--- config.mk ---
export PLATFORM = sky130hd
export DESIGN_NAME = if_id_queue
export DESIGN_NICKNAME = d
export VERILOG_FILES = /design/src/rtl/if_id_queue_pkg.sv /design/src/rtl/if_id_fifo_mem.sv /design/src/rtl/if_id_queue.sv
export SDC_FILE = /design/constraint.sdc
export NUM_CORES = 1
export LEC_CHECK = 0
export CAP_MARGIN = 40
export CORE_ASPECT_RATIO = 1.5
export CORE_MARGIN = 10
export CORE_UTILIZATION = 55
export DETAILED_ROUTE_END_ITERATION = 10
export PLACE_DENSITY = 0.8
export SYNTH_ARGS = -nofsm -noshare
export SYNTH_HDL_FRONTEND = slang
export SYNTH_SLANG_ARGS = --single-unit
export TNS_END_PERCENT = 10
--- constraint.sdc ---
create_clock -name clock -period 5.06 [get_ports clock]
set_input_delay 1.012 -clock clock [delete_from_list [all_inputs] [get_ports clock]]
set_output_delay 1.012 -clock clock [all_outputs]
set_load 0.01 [all_outputs]
--- src/rtl/if_id_queue_pkg.sv ---
// Shared fetch/decode constants for the IF/ID instruction queue.
// Macro forms are kept for code that still uses the legacy bus defines.
`ifndef InstAddrBus
`define InstAddrBus 63:0
`endif
`ifndef InstBus
`define InstBus 31:0
`endif
`ifndef NopInst
`define NopInst 32'hD503201F
`endif
`ifndef RstEnable
`define RstEnable 1'b0
`endif

package if_id_queue_pkg;
    // ARMv8 NOP, presented to decode as the bubble instruction
    localparam logic [31:0] NOP_INST   = `NopInst;
    localparam logic        RST_ENABLE = `RstEnable;
endpackage

--- src/rtl/if_id_fifo_mem.sv ---
// Register-array storage for the IF/ID queue: one write port, one async read port.
// Contents are never reset; validity is tracked by the pointers in the parent.
module if_id_fifo_mem #(
    parameter int DEPTH = 4,
    parameter int WIDTH = 96,
    parameter int PTR_W = $clog2(DEPTH)
) (
    input  logic             clock,
    input  logic             wr_en,
    input  logic [PTR_W-1:0] wr_addr,
    input  logic [WIDTH-1:0] wr_data,
    input  logic [PTR_W-1:0] rd_addr,
    output logic [WIDTH-1:0] rd_data
);

    logic [WIDTH-1:0] mem [DEPTH];

    always_ff @(posedge clock) begin
        if (wr_en) begin
            mem[wr_addr] <= wr_data;
        end
    end

    assign rd_data = mem[rd_addr];

endmodule

--- src/rtl/if_id_queue.sv ---
// Instruction buffer between fetch and decode: small FIFO of {pc, inst} pairs
// with flush support; presents a NOP bubble when empty.
module if_id_queue
    import if_id_queue_pkg::*;
#(
    parameter int DEPTH  = 4,
    parameter int ADDR_W = 64,
    parameter int INST_W = 32
) (
    input  logic                       clock,
    input  logic                       reset,
    input  logic                       if_valid_i,
    input  logic [ADDR_W-1:0]          if_pc_i,
    input  logic [INST_W-1:0]          if_inst_i,
    output logic                       if_ready_o,
    input  logic                       id_ready_i,
    input  logic                       flush_i,
    output logic                       id_valid_o,
    output logic [ADDR_W-1:0]          id_pc_o,
    output logic [INST_W-1:0]          id_inst_o,
    output logic [$clog2(DEPTH+1)-1:0] count_o
);

    localparam int PTR_W   = $clog2(DEPTH);
    localparam int CNT_W   = $clog2(DEPTH+1);
    localparam int ENTRY_W = ADDR_W + INST_W;

    logic [PTR_W-1:0]   wr_ptr;
    logic [PTR_W-1:0]   rd_ptr;
    logic [CNT_W-1:0]   count;
    logic               push;
    logic               pop;
    logic [ENTRY_W-1:0] rd_data;

    // Ready and valid depend only on registered occupancy, never on id_ready_i
    assign if_ready_o = (count != CNT_W'(DEPTH));
    assign id_valid_o = (count != '0);
    assign count_o    = count;

    assign push = if_valid_i & if_ready_o & ~flush_i;
    assign pop  = id_valid_o & id_ready_i & ~flush_i;

    always_ff @(posedge clock) begin
        if (reset == RST_ENABLE) begin
            wr_ptr <= '0;
            rd_ptr <= '0;
            count  <= '0;
        end else if (flush_i) begin
            wr_ptr <= '0;
            rd_ptr <= '0;
            count  <= '0;
        end else begin
            if (push) begin
                wr_ptr <= wr_ptr + 1'b1;
            end
            if (pop) begin
                rd_ptr <= rd_ptr + 1'b1;
            end
            case ({push, pop})
                2'b10:   count <= count + 1'b1;
                2'b01:   count <= count - 1'b1;
                default: count <= count;
            endcase
        end
    end

    if_id_fifo_mem #(
        .DEPTH (DEPTH),
        .WIDTH (ENTRY_W),
        .PTR_W (PTR_W)
    ) u_mem (
        .clock   (clock),
        .wr_en   (push),
        .wr_addr (wr_ptr),
        .wr_data ({if_pc_i, if_inst_i}),
        .rd_addr (rd_ptr),
        .rd_data (rd_data)
    );

    assign id_pc_o   = id_valid_o ? rd_data[INST_W +: ADDR_W] : '0;
    assign id_inst_o = id_valid_o ? rd_data[INST_W-1:0]       : INST_W'(NOP_INST);

endmodule
# Word level (Yosys, flattened, before mapping)
# Memory sizes are Yosys's and may differ from the RTL's. A register that Yosys moved wholly into a read port is not among the register bits.
# Cells that the tools add are included.
[classes] add_sub_neg=4 eq_ne=3 n_mux=7 bitwise_logic=6 reduce_logical=3
[op_table] operator="$mux W64" count=1
[op_table] operator="$mux W32" count=1
[op_table] operator="$pmux W3 S2" count=1
[op_table] operator="$add A2 B1 Y2 const B" count=2
[op_table] operator="$and A1 B1 Y1" count=4
[op_table] operator="$mux W2" count=2
[op_table] operator="$add A3 B1 Y3 const B" count=1
[op_table] operator="$ne A3 B3 Y1 const B" count=1
[op_table] operator="$reduce_bool A3 Y1" count=1
[op_table] operator="$sub A3 B1 Y3 const B" count=1
[op_table] operator="$eq A2 B1 Y1 const B" count=1
[op_table] operator="$eq A2 B2 Y1 const B" count=1
[op_table] operator="$mux W1" count=2
[op_table] operator="$not A1 Y1" count=2
[op_table] operator="$reduce_bool A2 Y1" count=1
[op_table] operator="$reduce_or A2 Y1" count=1
[totals] register_bits=7 mem_bits_rw=384 in_bits=101 output_inout_bits=101 word_cells=27 mem_count=1
[mem_list] name="u_mem.mem" depth=4 word_bits=96 read_ports=1 rd_clocked_by_memory_dff=1 write_ports=1 line="if_id_fifo_mem.sv:16" text="logic [WIDTH-1:0] mem [DEPTH];"

# Logic depth before layout (Yosys ltp)
# Gate-level depths: netlist (run 1).
[logic_depth] ltp_word=5 mapped_depth=10

# By module
# A second synthesis (run 1) with hierarchy kept.
[hier_totals] hier_cells=655 area_unflattened_um2=14989.4
[modules_own_cells] mod="if_id_fifo_mem" instances=1 cells_per_inst=506 area_each_um2=13874.6
[modules_own_cells] mod="if_id_queue" instances=1 cells_per_inst=149 area_each_um2=1114.8

# Worst setup path after synthesis (run 1)
# OpenSTA, ideal clock, no wires.
[synth_timing] kind="input port to flip-flop" startpoint="input port if_valid_i" endpoint="memory u_mem.mem[0][0] (enable)" arrival_ps=3629 slack_ps=964 path_stages=2 n_path_buf=0 path_cell_list="nor2b_1 and3_1"
[synth_between] elab_chain_len=4
[synth_rtl] element="start, declared" line="if_id_queue.sv:12" text="input logic if_valid_i,"
[synth_rtl] element="$and A1 B1 Y1 (2 in series)" line="if_id_queue.sv:40" text="assign push = if_valid_i & if_ready_o & ~flush_i;"
[synth_rtl] element="$mux W1" line="if_id_fifo_mem.sv:19" text="if (wr_en) begin"
[synth_rtl] element="$mux W1 (implied by the code)" line="if_id_fifo_mem.sv:20" text="mem[wr_addr] <= wr_data;"
[synth_rtl] element="end, declared" line="if_id_fifo_mem.sv:16"
# No other way between the ends.

==> results of run 1 <==
routing by layer:
metal  global-route usage [%]  vias up  wire length [µm]
met1                     20.6     3703             11000
met5                        0        -                34
met2                     31.6      221             16700
li1                         -     3147                 -
met3                     5.30       57              2060
met4                     5.32        6               758
final cells by class:
class / count / share of cell area (%)
clock inverter: 15 / 0.668
inverter: 7 / 0.142
antenna: 1 / 0.0135
tap: 342 / 2.31
timing repair buffer: 217 / 11.8
multi-input combinational: 231 / 16.5
sequential: 393 / 63.2
clock buffer: 47 / 5.30
placed cells by master (no fill, tap or decap), types with 5 or more instances in the layout:
cell type | netlist | routed
edfxtp_1 | 384 | 384
and2_1 | 84 | 84
mux4_2 | 96 | 96
inv_1 | 7 | 6
clkbuf_16 | 0 | 37
dfxtp_1 | 9 | 7
clkbuf_1 | 16 | 8
nor2_1 | 6 | 6
clkinv_2 | 0 | 8
clkdlybuf4s50_1 | 0 | 201
buf_4 | 1 | 11
ha_1 | 5 | 5
or2_1 | 13 | 13
buf_12 | 1 | 5
critical path, delay by kind of cell, from the launching register on:
family                 cells  cell delay (ns)
flip-flops                 1             0.84
buffers and inverters      2             0.92
AND/OR/NAND/NOR            1             0.22
multiplexers               1             0.35
kinds of logic (layout without fill, tap and decap cells):
logic type                 Yosys count  after routing
AOI/OAI and AO/OA                    9              9
xor gates and xnor gates             3              3
adders and majority gates            6              6
buffers and inverters               41            286
DFF                                393            393
muxes                               96             96
other                                0              1
and+or+nand+nor                    117            117
metrics by stage:
stage | hold WS, ns | std cells | instance area (µm²) | power (W)
after global placement | 0.459 | 1190 | 17400 | 0.00400
after global routing | 0.531 | 1252 | 18500 | 0.00670
final | 0.480 | 1253 | 18500 | 0.00649
after CTS | 0.479 | 1252 | 18500 | 0.00655
after detailed placement | 0.470 | 1190 | 17400 | 0.00401
after floorplan | 0.459 | 665 | 15000 | 0.00381
final timing paths:
check                                 from             to  slack, ns
worst max-delay path             flip-flop  id_inst_o[28]       1.17
worst max register to register  count_o[2]     count_o[2]       2.47
worst min-delay path             rd_ptr[1]      flip-flop       0.48
worst min register to register   rd_ptr[1]      flip-flop       0.48
sequential cells by signal, indices dropped and copies added, names as in the netlist, named ones only:
register / count
u_mem.mem: 384
wr_ptr: 2
count_o: 3
rd_ptr: 2
where the power goes:
part	total, W	switching (W)	internal (W)
Sequential	0.00363	0.0000121	0.00362
Clock	0.00256	0.00109	0.00147
Combinational	0.000301	0.000133	0.000168
==> impl_metrics.yaml, run 1 <==
yosys:
  yosysMostFrequentCell: "edfxtp_1"
  synth_ff_type: "edfxtp_1"
  synth.top_cell.area_share_pct: 76.9
  yosys-top-cells-count: "384 x edfxtp_1, 96 x mux4_2, 84 x and2_1"
  syn_inst: 665
  synthesis.area_um2: 15000
  synth_compound_area_share_pct: 0.350
  synth.distinct_cells: 29
  synth_fp_nets: 772
  synthArstFlopShare_pct: 0
  synth_top_cell_by_area: "edfxtp_1"
  yosys.area_share.adder_pct: 0.551
  synth_xor_area_share_pct: 0.175
  synth_edf_count: 384
  ys_ff_latch: 393
  synth.area.top_cells: "edfxtp_1 77%, mux4_2 14%, and2_1 3.5%"
  synth.avg_cell_area_um2: 22.5
  yosys.area_share.simple_pct: 4.80
  synth_top_family_by_area: "multiplexers"
  synthMuxAreaShare_pct: 14.4
  yosysSeqAreaShare_pct: 78.1
  yosys_warnings: 0
clock_tree:
  path_clk_slew_ns: 0.06
  cts_buffer_depth: 3
  post_cts.repair.setup_buffers: 0
  root_buffer: "clkbuf_16"
  cts_buffers: 36
  insertion_delay_ns: 0.52
  cts_tree: "yes"
  h-tree-depth: 2
  clock-sinks: 393
  hold_buffers: 0
  post_cts_resized: 0
timing:
  setup_slack_ns: 1.17
  post-route-min-period_ns: 3.89
  setup_viol: 0
  fin_crit_sh_pct: 76.9
  maxSlewViolCount: 0
  fin_skew_ns: 0.0217
  hold_viol: 0
  max_slew_margin_pct: 46.7
  rsz0062_at_grt: "false"
  final.setup.tns_ns: 0
  tightestPinTransition_ns: 0.799
  max_freq_ghz: 0.257
die:
  rows: 74
  fp.dieH_um: 222
  coreArea_um2: 27000
  fp.dieW_um: 155
  initial_utilization_pct: 55.5
  io_pins: 202
  die-area_um2: 34400
run:
  maxCapViolCount: 0
worst_hold_path:
  min_path_cells: 2
  hold_path_class: "reg -> reg"
place:
  place_congestion: 0.758
  port_buffers: 201
  dp_hpwl_um: 18800
  dp_worst_setup_slack_ns: 1.59
cells_and_area:
  regArea_um2: 11700
  utilization_pct: 68.6
  multi_input_area_um2: 3060
  drive_gt1_share_pct: 18.7
  fin_nets: 993
  syn_to_final_growth_pct: 23.6
  final.fill_count: 1680
detailed_routing:
  avgViaCountPerCell: 5.69
  vias: 7134
  drt-initial-drc-count: 503
  antenna_left: 0
  drc: 0
  dr.pass1.iters: 5
  wl_um: 30600
  wl_per_cell_um: 24.4
worst_setup_path:
  ff2ff_path_depth: 9
  cp-end-kind: "primary output"
  critical_path_required_ns: 4.05
  cp_slowest_cell: "dfxtp_4"
  crit_type: "reg -> out"
  worstPathCellList: "buf_12 > mux4_2 > or2_1 > clkdlybuf4s50_1"
  timing.critical_path.slowest_cell_delay_ns: 0.84
  crit_arrival_ns: 2.88
  crit_path_max_fanout: 50
  worstSetupStartpointType: "flip-flop"
global_route:
  grt_max_degree: 85
  grt_pass1_wl_um: 47700
  antenna_found_initial: 4
  grt_remaining_overflow: 0
  grt_pass1_vias: 7966
  grt_usage_pct: 17.9
pwr:
  leakage_nw: 5.81
  ir_drop_v: 0.000405
  cellPowerDensity_nw_per_um2: 350
run_status:
  status: "complete, no violations"
Note: power is estimated with default switching activity, not from simulation.
==> run 2: changes to the inputs <==
CORE_UTILIZATION = 49   (was 55)
PLACE_DENSITY = 0.75   (was 0.8)
clock period = 3.5 ns   (was 5.06 ns; I/O delays follow)
==> run 2 against run 1 <==
Clock power increased by 45%. Total power is 45% higher. Sequential share of layout area down 0.76 points. Wire length increased by 1.0%. Sequential power increased by 45%. Critical endpoint is now id_inst_o[0].
==> impl_metrics.yaml, run 2 (synthesis gave the netlist of run 1 again) <==
cells_and_area:
  multi_input_area_um2: 3070
  layout_commonest_cell: "edfxtp_1"
  stdcell_count: 1316
  fin_nets: 997
  top_register: "u_mem.mem"
  mostFrequentLayoutCells: "384 x edfxtp_1, 201 x clkdlybuf4s50_1, 96 x mux4_2"
  utilization_pct: 62.0
  final.fill_count: 2104
  syn_to_final_growth_pct: 25.2
  drive_gt1_share_pct: 18.7
  largest_reg_flops: 384
  regArea_um2: 11700
die:
  fp.dieH_um: 234
  coreArea_um2: 30300
  initial_utilization_pct: 49.6
  rows: 78
  io_pins: 202
  die-area_um2: 38100
  fp.dieW_um: 163
detailed_routing:
  vias: 7149
  drt-initial-drc-count: 333
  wl_per_cell_um: 23.5
  avgViaCountPerCell: 5.43
  dr.pass1.iters: 4
  drc: 0
  wl_um: 30900
  antenna_left: 0
clock_tree:
  h-tree-depth: 2
  cts_tree: "yes"
  insertion_delay_ns: 0.52
  cts_buffers: 36
  root_buffer: "clkbuf_16"
  clock-sinks: 393
  path_clk_slew_ns: 0.06
  cts_buffer_depth: 3
pwr:
  p_sw_share_pct: 19.0
  finalPower_w: 0.00940
  clock_power_share_pct: 39.4
  seq_power_share_pct: 55.8
  p_int_w: 0.00762
  leakage_nw: 5.86
  p_switching_w: 0.00178
  combPwrFrac_pct: 4.7
  ir_drop_v: 0.000430
  cellPowerDensity_nw_per_um2: 501
run:
  maxCapViolCount: 0
worst_setup_path:
  r2r_start: "count_o[2]"
  ff2ff_path_depth: 9
  worstSetupStartpointType: "flip-flop"
  critical_path_required_ns: 2.80
  cp-end-kind: "primary output"
  crit_arrival_ns: 2.51
  crit_path_end: "id_inst_o[0]"
  reg2reg_to: "count_o[2]"
  r2r_slack_ns: 0.96
  crit_type: "reg -> out"
  crit_path_max_fanout: 32
timing:
  max_freq_ghz: 0.311
  fin_crit_sh_pct: 91.7
  hold_viol: 0
  max_slew_margin_pct: 60.5
  fin_skew_ns: 0.0159
  maxSlewViolCount: 0
  rsz0062_at_grt: "false"
  tightestPinTransition_ns: 0.587
  post-route-min-period_ns: 3.21
  setup_slack_ns: 0.290
  setup_viol: 0
global_route:
  grt_pass1_wl_um: 46700
  grt_remaining_overflow: 0
  antenna_found_initial: 6
  grt_usage_pct: 16.1
  grt_max_degree: 71
  grt_pass1_vias: 7683
place:
  place_congestion: 0.766
  dp_worst_setup_slack_ns: 0.514
  placedCellCount: 1250
  dp_hpwl_um: 19500
  port_buffers: 201
run_status:
  status: "complete, no violations"
worst_hold_path:
  hold_path_class: "reg -> reg"
==> run 2: changes by cell type in the layout (fill, tap and decap cells not counted) <==
cell | before | now
buf_12 | 5 | 13
nor3_2 | 1 | 0
buf_16 | 0 | 1
bufinv_16 | 2 | 3
clkinv_1 | 4 | 7
buf_4 | 11 | 6
clkinv_2 | 8 | 6
clkinv_4 | 1 | 0
diode_2 | 1 | 6
clkbuf_8 | 2 | 0
clkbuf_1 | 8 | 5
nor3_4 | 0 | 1
==> run 2: how the worst min path moves through the flow <==
stage | from | end | slack [ns] | cells past startpoint
6_report | rd_ptr[1] | flip-flop | 0.50 | 2
5_1_grt | rd_ptr[1] | flip-flop | 0.53 | 2
4_1_cts | rd_ptr[1] | flip-flop | 0.51 | 2
3_5_place_dp | rd_ptr[1] | flip-flop | 0.50 | 2
3_3_place_gp | rd_ptr[1] | flip-flop | 0.47 | 2
2_1_floorplan | rd_ptr[1] | flip-flop | 0.46 | 2
==> run 2: metal layers <==
metal / vias up / global-route usage [%] / share of wire [%]
met5: - / 0 / 0.087
met4: 4 / 6.02 / 2.2
met3: 43 / 3.79 / 6.3
met2: 214 / 28.4 / 55
met1: 3729 / 18.8 / 36
li1: 3159 / - / -
==> run 2: stage by stage <==
step           instance area, µm²  setup TNS, ns  hold slack [ns]
6_report                    18800              0            0.504
5_1_grt                     18800              0            0.528
2_1_floorplan               15000         -81.53            0.459
3_5_place_dp                17600              0            0.502
3_3_place_gp                17600              0            0.473
4_1_cts                     18700              0            0.512
==> run 2: layout make-up <==
| cell class | instances | share of cell area (%) |
|---|---|---|
| well taps | 400 | 2.67 |
| multi-input cells | 231 | 16.4 |
| clock buffers | 42 | 5.03 |
| clock inverters | 16 | 0.780 |
| flip-flops and latches | 393 | 62.4 |
| repair buffers | 221 | 12.5 |
| diodes | 6 | 0.0800 |
| inverters | 7 | 0.140 |
==> run 2: critical path, stage by stage (launching register included) <==
cell and delay (ns):
dfxtp_4 0.43, buf_16 0.26, mux4_2 0.54, or2_1 0.26, clkdlybuf4s50_1 0.50
==> run 2: what timing repair did <==
item	CTS	global route
gates resized for setup	0	1
hold endpoints to repair	0	0
endpoints found under the setup margin	0	3
buffers inserted	0	2
hold buffers	0	0
==> run 2: power groups by stage <==
| stage | clock network [W] | logic, W | registers (W) |
|---|---|---|---|
| detailed placement | 0 | 0.000451 | 0.00535 |
| global route | 0.00397 | 0.000479 | 0.00525 |
| floorplan | 0 | 0.000161 | 0.00535 |
| finish | 0.00371 | 0.000446 | 0.00525 |
| global placement | 0 | 0.000441 | 0.00535 |
| CTS | 0.00380 | 0.000453 | 0.00525 |
